### config.mk
export PLATFORM = sky130hd
export DESIGN_NAME = mul_operand_sequencer
export DESIGN_NICKNAME = d
export VERILOG_FILES = /design/src/rtl/mul_operand_sequencer_pkg.sv /design/src/rtl/mul_operand_sequencer_op_fifo.sv /design/src/rtl/mul_operand_sequencer.sv
export SDC_FILE = /design/constraint.sdc
export NUM_CORES = 1
export LEC_CHECK = 0
export CORE_ASPECT_RATIO = 0.9
export CORE_MARGIN = 4
export CORE_UTILIZATION = 54
export DETAILED_ROUTE_END_ITERATION = 7
export GPL_TIMING_DRIVEN = 0
export PLACE_DENSITY = 0.79
export SLEW_MARGIN = 30
export SYNTH_ARGS = -nofsm -noshare
export SYNTH_HDL_FRONTEND = slang
export SYNTH_SLANG_ARGS = --single-unit
### constraint.sdc
create_clock -name clk -period 2.7 [get_ports clk]
set_clock_uncertainty 0.05 [all_clocks]
set_input_delay 0.54 -clock clk [delete_from_list [all_inputs] [get_ports clk]]
set_output_delay 0.54 -clock clk [all_outputs]
set_load 0.005 [all_outputs]
### src/rtl/mul_operand_sequencer_pkg.sv
// Shared types and widths for the Booth-multiplier operand sequencer.
package mul_operand_sequencer_pkg;

    localparam int OP_W   = 4;
    localparam int PROD_W = 8;

    typedef enum logic [1:0] {
        S_IDLE    = 2'd0,
        S_ISSUE   = 2'd1,
        S_WAIT    = 2'd2,
        S_CAPTURE = 2'd3
    } state_t;

endpackage

### src/rtl/mul_operand_sequencer_op_fifo.sv
// Operand FIFO: registered storage, no bypass; a push into an empty FIFO
// becomes visible at the head on the following cycle.
module mul_operand_sequencer_op_fifo #(
    parameter int DEPTH  = 4,
    parameter int DATA_W = 12
) (
    input  logic                     clk,
    input  logic                     rst,
    input  logic                     i_push,
    input  logic [DATA_W-1:0]        i_data,
    input  logic                     i_pop,
    output logic [DATA_W-1:0]        o_data,
    output logic                     o_full,
    output logic                     o_empty,
    output logic [$clog2(DEPTH):0]   o_level
);

    localparam int PTR_W = $clog2(DEPTH);
    localparam int LVL_W = PTR_W + 1;

    logic [DATA_W-1:0] r_mem [DEPTH];
    logic [PTR_W-1:0]  r_wr_ptr;
    logic [PTR_W-1:0]  r_rd_ptr;
    logic [LVL_W-1:0]  r_count;
    logic              w_do_push;
    logic              w_do_pop;

    assign o_full    = (r_count == LVL_W'(DEPTH));
    assign o_empty   = (r_count == '0);
    assign o_level   = r_count;
    assign o_data    = r_mem[r_rd_ptr];
    assign w_do_push = i_push && !o_full;
    assign w_do_pop  = i_pop && !o_empty;

    // NOTE: storage is deliberately left out of reset; the count gates every read,
    // so stale entries are never observed and the array can map to plain flops/RAM.
    always_ff @(posedge clk) begin
        if (w_do_push) begin
            r_mem[r_wr_ptr] <= i_data;
        end
    end

    // Pointers wrap naturally because DEPTH is a power of two.
    always_ff @(posedge clk or posedge rst) begin
        if (rst) begin
            r_wr_ptr <= '0;
            r_rd_ptr <= '0;
            r_count  <= '0;
        end else begin
            if (w_do_push) begin
                r_wr_ptr <= r_wr_ptr + PTR_W'(1);
            end
            if (w_do_pop) begin
                r_rd_ptr <= r_rd_ptr + PTR_W'(1);
            end
            case ({w_do_push, w_do_pop})
                2'b10:   r_count <= r_count + LVL_W'(1);
                2'b01:   r_count <= r_count - LVL_W'(1);
                default: r_count <= r_count;
            endcase
        end
    end

endmodule

### src/rtl/mul_operand_sequencer.sv
// Feeds one operand pair at a time to the 4-bit Booth multiplier, waits its
// fixed latency and returns the product with its tag on a valid/ready port.
module mul_operand_sequencer
    import mul_operand_sequencer_pkg::*;
#(
    parameter int DEPTH   = 4,
    parameter int TAG_W   = 4,
    parameter int MUL_LAT = 10
) (
    input  logic                   clk,
    input  logic                   rst,
    input  logic                   in_valid,
    output logic                   in_ready,
    input  logic [OP_W-1:0]        in_x,
    input  logic [OP_W-1:0]        in_y,
    input  logic [TAG_W-1:0]       in_tag,
    output logic                   out_valid,
    input  logic                   out_ready,
    output logic [PROD_W-1:0]      out_p,
    output logic [TAG_W-1:0]       out_tag,
    output logic                   busy,
    output logic [$clog2(DEPTH):0] fifo_level,
    output logic [OP_W-1:0]        mul_x,
    output logic [OP_W-1:0]        mul_y,
    output logic                   mul_en,
    input  logic [PROD_W-1:0]      mul_p
);

    localparam int FIFO_W = 2 * OP_W + TAG_W;
    localparam int CNT_W  = $clog2(MUL_LAT);

    logic              w_fifo_full;
    logic              w_fifo_empty;
    logic [FIFO_W-1:0] w_fifo_head;
    logic              w_pop;
    state_t            r_state;
    state_t            w_next_state;
    logic [CNT_W-1:0]  r_wait_cnt;
    logic [TAG_W-1:0]  r_tag;
    logic [OP_W-1:0]   r_mul_x;
    logic [OP_W-1:0]   r_mul_y;
    logic              r_out_valid;
    logic [PROD_W-1:0] r_out_p;
    logic [TAG_W-1:0]  r_out_tag;

    mul_operand_sequencer_op_fifo #(
        .DEPTH  (DEPTH),
        .DATA_W (FIFO_W)
    ) u_op_fifo (
        .clk     (clk),
        .rst     (rst),
        .i_push  (in_valid && in_ready),
        .i_data  ({in_tag, in_x, in_y}),
        .i_pop   (w_pop),
        .o_data  (w_fifo_head),
        .o_full  (w_fifo_full),
        .o_empty (w_fifo_empty),
        .o_level (fifo_level)
    );

    // NOTE: every output of this block gets a default first, so no path leaves
    // a signal unassigned and no latch is inferred.
    always_comb begin
        w_next_state = r_state;
        w_pop        = 1'b0;
        case (r_state)
            S_IDLE: begin
                if (!w_fifo_empty && (!r_out_valid || out_ready)) begin
                    w_pop        = 1'b1;
                    w_next_state = S_ISSUE;
                end
            end
            S_ISSUE:   w_next_state = S_WAIT;
            S_WAIT:    if (r_wait_cnt == '0) w_next_state = S_CAPTURE;
            S_CAPTURE: w_next_state = S_IDLE;
            default:   w_next_state = S_IDLE;
        endcase
    end

    // NOTE: state is updated with non-blocking assignments so every flop samples
    // pre-edge values, whatever order the simulator runs the processes in.
    always_ff @(posedge clk or posedge rst) begin
        if (rst) begin
            r_state <= S_IDLE;
        end else begin
            r_state <= w_next_state;
        end
    end

    // Operands stay frozen from issue through capture; only a pop reloads them.
    always_ff @(posedge clk or posedge rst) begin
        if (rst) begin
            r_tag       <= '0;
            r_mul_x     <= '0;
            r_mul_y     <= '0;
            r_wait_cnt  <= '0;
            r_out_valid <= 1'b0;
            r_out_p     <= '0;
            r_out_tag   <= '0;
        end else begin
            if (w_pop) begin
                {r_tag, r_mul_x, r_mul_y} <= w_fifo_head;
            end
            case (r_state)
                S_ISSUE: r_wait_cnt <= CNT_W'(MUL_LAT - 2);
                S_WAIT:  if (r_wait_cnt != '0) r_wait_cnt <= r_wait_cnt - CNT_W'(1);
                default: r_wait_cnt <= r_wait_cnt;
            endcase
            if (r_state == S_CAPTURE) begin
                r_out_valid <= 1'b1;
                r_out_p     <= mul_p;
                r_out_tag   <= r_tag;
            end else if (r_out_valid && out_ready) begin
                r_out_valid <= 1'b0;
            end
        end
    end

    assign in_ready  = !w_fifo_full;
    assign out_valid = r_out_valid;
    assign out_p     = r_out_p;
    assign out_tag   = r_out_tag;
    assign mul_x     = r_mul_x;
    assign mul_y     = r_mul_y;
    assign mul_en    = (r_state == S_ISSUE);
    assign busy      = !w_fifo_empty || (r_state != S_IDLE) || r_out_valid;

endmodule

-- Word-level counts from Yosys, hierarchy flattened
Memory sizes are Yosys's and may differ from the RTL's. A register that Yosys moved wholly into a read port is not among the register bits.
Index checks and enable logic that the tools add are counted.
- reduce and logical (&&, ||, !) cells: 21
- $add $sub $neg: 5
- muxes and demuxes: 12
- equality and inequality tests: 9
- operator list (kind ; count):
    case mux 2 bit (4 select lines) ; 1
    case mux 4 bit (2 select lines) ; 1
    nonzero test 2 bit ; 4
    == test 2 bit, second input constant ; 3
    2-to-1 mux 1 bit ; 6
    inequality test 2 bit, second input constant ; 3
    case mux 3 bit (2 select lines) ; 1
    logical AND 1 bit ; 5
    adder 2 x 1 -> 2 bit, second input constant ; 2
    == test 2 x 1 -> 1 bit, second input constant ; 2
    zero test 4 bit ; 1
    2-to-1 mux 2 bit ; 2
    2-to-1 mux 4 bit ; 1
    AND reduction 2 bit ; 2
    nonzero test 4 bit ; 1
    subtractor 4 x 1 -> 4 bit, second input constant ; 1
    adder 3 x 1 -> 3 bit, second input constant ; 1
    == test 3 bit, second input constant ; 1
    zero test 1 bit ; 3
    zero test 3 bit ; 1
    logical OR 1 bit ; 3
    subtractor 3 x 1 -> 3 bit, second input constant ; 1
    zero test 2 bit ; 1
- word-level logic and storage cells: 56
- bits of input ports: 24
- memories kept: 1
- output and inout port bits: 27
- register bits: 26
- memory bits (writable): 48
- memory list (memory ; depth ; bits a word ; rd ports ; clocked after memory_dff ; write ports ; RTL line ; RTL):
    u_op_fifo.r_mem ; 4 ; 12 ; 1 ; 1 ; 1 ; mul_operand_sequencer_op_fifo.sv:21 ; logic [DATA_W-1:0] r_mem [DEPTH];

-- Depth between registers and ports, before layout
Gate-level depths: netlist of the first run.
- word-level depth: 8
- gate-level depth with buffers: 9

-- Hierarchy
A second synthesis of the first run with hierarchy kept.
- cells, all modules: 194
- area, all modules: 3527.1 um2
- modules (own cells, without submodules) (module ; area an instance (um2) ; times used ; cells an instance):
    mul_operand_sequencer_op_fifo ; 2192.1 ; 1 ; 101
    mul_operand_sequencer ; 1335.0 ; 1 ; 93

-- Least setup slack after synthesis of the first run
No wires, ideal clock.
- kind: flip-flop to flip-flop
- start: register r_state[0]
- end: register u_op_fifo.r_count[1], in the netlist u_op_fifo.o_level[1]
- cell stages (with the launch flop): 8
- arrival: 2.080 ns
- slack: 0.446 ns
- clock period less this slack: 2.254 ns
- cells stage by stage: dfrtp_1 > inv_1 > ha_1 > nor3b_4 > buf_4 > ha_1 > fa_1 > mux2_2
- cells in the longest elaborated chain, start to end: 5
- ends and longest elaborated chain (what ; RTL line ; RTL):
    from (decl) ; mul_operand_sequencer.sv:36 ; state_t r_state;
    from (signal assigned) ; mul_operand_sequencer.sv:86 ; r_state <= w_next_state;
    zero test 2 bit (*) ; mul_operand_sequencer.sv:66 ; case (r_state)
    2-to-1 mux 1 bit (*) ; mul_operand_sequencer.sv:66 ;
    logical AND 1 bit (*) ; mul_operand_sequencer_op_fifo.sv:33 ; assign w_do_pop = i_pop && !o_empty;
    net u_op_fifo.w_do_pop ; mul_operand_sequencer_op_fifo.sv:26 ; logic w_do_pop;
    == test 2 x 1 -> 1 bit / == test 2 bit (equally long branches) ; mul_operand_sequencer_op_fifo.sv:56 ; case ({w_do_push, w_do_pop})
    case mux 3 bit (2 select lines) / nonzero test 2 bit (equally long branches) ; - ;
    to (signal assigned) ; mul_operand_sequencer_op_fifo.sv:57 ; 2'b10: r_count <= r_count + LVL_W'(1);
    to (signal assigned) ; mul_operand_sequencer_op_fifo.sv:58 ; 2'b01: r_count <= r_count - LVL_W'(1);
    to (signal assigned) ; mul_operand_sequencer_op_fifo.sv:59 ; default: r_count <= r_count;
    to (decl) ; mul_operand_sequencer_op_fifo.sv:24 ; logic [LVL_W-1:0] r_count;
The timed path passes the listed nets; every way through them passes the cells marked *.
A chain may end at the register's enable or synchronous reset.

-- Worst setup path in the final report of the first run
- start: input out_ready
- end: register u_op_fifo.r_count[2], in the netlist u_op_fifo.o_level[2]
- cells in the longest elaborated chain, start to end: 7
- ends and longest elaborated chain (what ; RTL line ; RTL):
    from (decl) ; mul_operand_sequencer.sv:18 ; input logic out_ready,
    logical OR 1 bit (*) ; mul_operand_sequencer.sv:68 ; if (!w_fifo_empty && (!r_out_valid || out_ready)) begin
    logical AND 1 bit (*) ; mul_operand_sequencer.sv:68 ;
    2-to-1 mux 1 bit (*) ; mul_operand_sequencer.sv:68 ;
    2-to-1 mux 1 bit (*) ; mul_operand_sequencer.sv:66 ;
    logical AND 1 bit (*) ; mul_operand_sequencer_op_fifo.sv:33 ;
    net u_op_fifo.w_do_pop ; mul_operand_sequencer_op_fifo.sv:26 ;
    == test 2 x 1 -> 1 bit / == test 2 bit (equally long branches) ; mul_operand_sequencer_op_fifo.sv:56 ;
    case mux 3 bit (2 select lines) / nonzero test 2 bit (equally long branches) ; - ;
Marks and branches as above.

==> results of run 1 <==
-- logic make-up after synthesis --
group / share of synthesized area
xor+xnor: 0.0150
mux: 0.173
buf+inv: 0.0196
compound gates: 0.0114
fa+ha+maj: 0.0485
flops: 0.682
simple gates: 0.0496
-- state kept, by name, indices dropped and copies added (netlist names) --
name	cells
r_wait_cnt	4
u_op_fifo.r_rd_ptr	2
r_state	2
out_valid	1
out_tag	4
mul_y	4
u_op_fifo.r_mem	48
mul_x	4
u_op_fifo.r_wr_ptr	2
r_tag	4
u_op_fifo.o_level	3
out_p	8
-- Yosys cell counts --
| cell | number | area [µm²] |
|---|---|---|
| buf_2 | 1 | 5.00 |
| o21ai_0 | 2 | 10.0 |
| nor3_1 | 2 | 10.0 |
| and3_1 | 5 | 31.3 |
| mux2_2 | 25 | 282 |
| nand3b_1 | 1 | 7.51 |
| a221oi_2 | 1 | 15.0 |
| nand2_1 | 5 | 18.8 |
| nor2_1 | 2 | 7.51 |
| buf_6 | 2 | 22.5 |
| a2bb2oi_1 | 1 | 8.76 |
| mux4_2 | 12 | 270 |
| edfxtp_1 | 48 | 1440 |
| inv_1 | 8 | 30.0 |
| mux2_1 | 1 | 11.3 |
| xnor2_1 | 3 | 26.3 |
| ha_1 | 12 | 150 |
| nor3b_4 | 1 | 18.8 |
| a31oi_1 | 1 | 6.26 |
| nand3_1 | 1 | 5.00 |
| or3b_4 | 2 | 22.5 |
| nor3_2 | 1 | 10.0 |
| buf_1 | 1 | 3.75 |
| xor2_1 | 3 | 26.3 |
| nor4b_1 | 1 | 8.76 |
| and2_4 | 1 | 8.76 |
| fa_1 | 1 | 20.0 |
| nor2b_1 | 1 | 6.26 |
| mux2i_1 | 3 | 30.0 |
| nand2b_1 | 3 | 18.8 |
| buf_4 | 1 | 7.51 |
| mux2_4 | 1 | 15.0 |
| dfrtp_1 | 38 | 951 |
-- through the flow --
stage / hold WS [ns] / TNS, ns / total power, mW / instances
after floorplan: 0.418 / 0 / 3.29 / 191
after global placement: 0.437 / -0.322 / 3.95 / 328
after detailed placement: 0.445 / -0.355 / 4.04 / 329
after CTS: 0.416 / 0 / 5.15 / 345
after global routing: 0.435 / 0 / 5.42 / 346
final: 0.412 / 0 / 5.10 / 346
-- layout make-up --
| type | count | area, µm² | share of cell area |
|---|---|---|---|
| buffer | 5 | 38.8 | 0.00882 |
| clock buffer | 10 | 138 | 0.0313 |
| clock inverter | 6 | 116 | 0.0265 |
| inverter | 8 | 30.0 | 0.00683 |
| multi-input combinational | 92 | 1040 | 0.238 |
| sequential | 86 | 2390 | 0.544 |
| tap | 87 | 109 | 0.0248 |
| timing repair buffer | 52 | 528 | 0.120 |
-- worst paths after layout --
path                                  from                   end  slack [ns]  cells past startpoint
worst max-delay path             out_ready  u_op_fifo.o_level[2]        0.29                      9
worst min-delay path                   rst              mul_x[0]        0.41                      2
worst max register to register  r_state[1]  u_op_fifo.o_level[1]        0.36                      7
worst min register to register    out_p[2]              out_p[2]        0.46                      1
max in group asynchronous              rst            out_tag[3]        1.75                      3
min in group clk                  out_p[2]              out_p[2]        0.46                      1
-- worst register-to-register path, delay by kind of cell (launching register included) --
family        cells  cell delay [ns]
simple gates      1             0.24
buf+inv           2             0.35
mux               1             0.26
fa+ha+maj         3             0.90
flops             1             0.42
-- layer usage --
metal,global-route usage,wire [µm],part of all wire
met2,0.262,3000,0.50
met1,0.220,2630,0.44
met3,0.0439,292,0.049
met5,0,0,0
met4,0.0599,80,0.013
-- repair_timing --
item | CTS | global route
endpoints found under the hold margin | 0 | 0
endpoints found under the setup margin | 0 | 1
setup buffers | 0 | 1
-- power by group --
part           internal (mW)  switching [mW]  leakage (nW)
combinational           1.14           0.756         0.688
sequential              1.86           0.247         0.887
clock                  0.646           0.454         0.121
==> results.json, run 1 <==
{
  "setup_ws_ns": 0.289,
  "die_h_um": 84.4,
  "area_growth_pct": 25.4,
  "cts_buffers": 9,
  "power.density_nw_per_um2": 1160,
  "dr.first_iter.drc_count": 59,
  "vias": 1815,
  "ioPinCount": 51,
  "hold_viol": 0,
  "synth_nets": 228,
  "filler_cell_count": 445,
  "ir_drop_uv": 570,
  "run_status": "finished, final reports clean",
  "slew_viol_final": 0,
  "p_leak_nw": 1.70,
  "worst_path_largest_cell_delay_ns": 0.41,
  "first_pass_iters": 4,
  "crit_fanout": 10,
  "post_cts_resized": 0,
  "slew_headroom": 0.568,
  "avgSynthCellArea_um2": 18.4,
  "wl_per_cell_um": 17.4,
  "h-tree-depth": 3,
  "clk_pin_slew_ns": 0.09,
  "hp-class": "in -> async",
  "cpLargestDelayFamily": "buffers and inverters",
  "grt_pass1_vias": 1925,
  "core_area_um2": 6220,
  "worst_path_max_delay_cell": "clkdlybuf4s50_1",
  "clock-sinks": 86,
  "grtUsageTotal": 0.165,
  "stdcell_area_um2": 4400,
  "gp_congestion": 0.775,
  "finalCoreUtilization": 0.707,
  "worstSetupPathType": "in -> reg",
  "final.period_utilization": 0.893,
  "crit_chain": "clkdlybuf4s50_1, nor2b_1, nor3b_4, buf_4, ha_1, fa_1, xnor2_1, nor2_1, xor2_1",
  "synth-seq-cells": 86,
  "drtAntennaViolNets": 0,
  "hold_buffers": 0,
  "die_x_um": 92.9,
  "cts_max_path_buffers": 2,
  "drive_gt1_frac": 0.259,
  "antenna_found_initial": 0,
  "fmax_ghz": 0.415,
  "cts_tree": "done",
  "rsz0062_at_grt": "no",
  "syn_inst": 191,
  "tightest_slew_ns": 0.649,
  "post-route-min-period_ns": 2.41,
  "grt_max_degree": 25,
  "required_ns": 2.88,
  "cts_root_buf": "clkbuf_8",
  "critPathBufInv": 2,
  "yosysWarningCount": 0,
  "die_area_um2": 7850,
  "critPathLaunchType": "input pin",
  "synth_seq_area_share": 0.682,
  "overflow": 0,
  "syn_area_um2": 3510,
  "wirelength_um": 6010,
  "port_buffers": 50,
  "critPathArrivalTime_ns": 2.59,
  "critPathCaptureType": "flop",
  "clk_latency_ns": 0.35,
  "finalNetCount": 291,
  "post-place-ws_ns": -0.196,
  "final_common_cell": "clkdlybuf4s50_1",
  "mostFrequentLayoutCells": "50 x clkdlybuf4s50_1, 48 x edfxtp_1, 38 x dfrtp_1",
  "max-cap-violations": 0,
  "hpwl_um": 4060,
  "diodes": 0,
  "dpl-instance-area_um2": 4140,
  "start_util": 0.564,
  "grt_pass1_wl_um": 9710,
  "drt-vias-per-instance": 5.25,
  "final-setup-viol-count": 0,
  "drcViolationCount": 0,
  "row_count": 27,
  "synth.distinct_cells": 33
}
No activity file was read; power rests on OpenSTA's default activity.
==> inputs of run 2 (changes only) <==
--- a/config.mk
+++ b/config.mk
@@ -5,6 +5,7 @@
 export SDC_FILE = /design/constraint.sdc
 export NUM_CORES = 1
 export LEC_CHECK = 0
+export ABC_CLOCK_PERIOD_IN_PS = 2700
 export CORE_ASPECT_RATIO = 0.9
 export CORE_MARGIN = 4
 export CORE_UTILIZATION = 54
==> results of run 2 <==
Same layout as run 1: the final DEF is identical, and so are final timing and power.
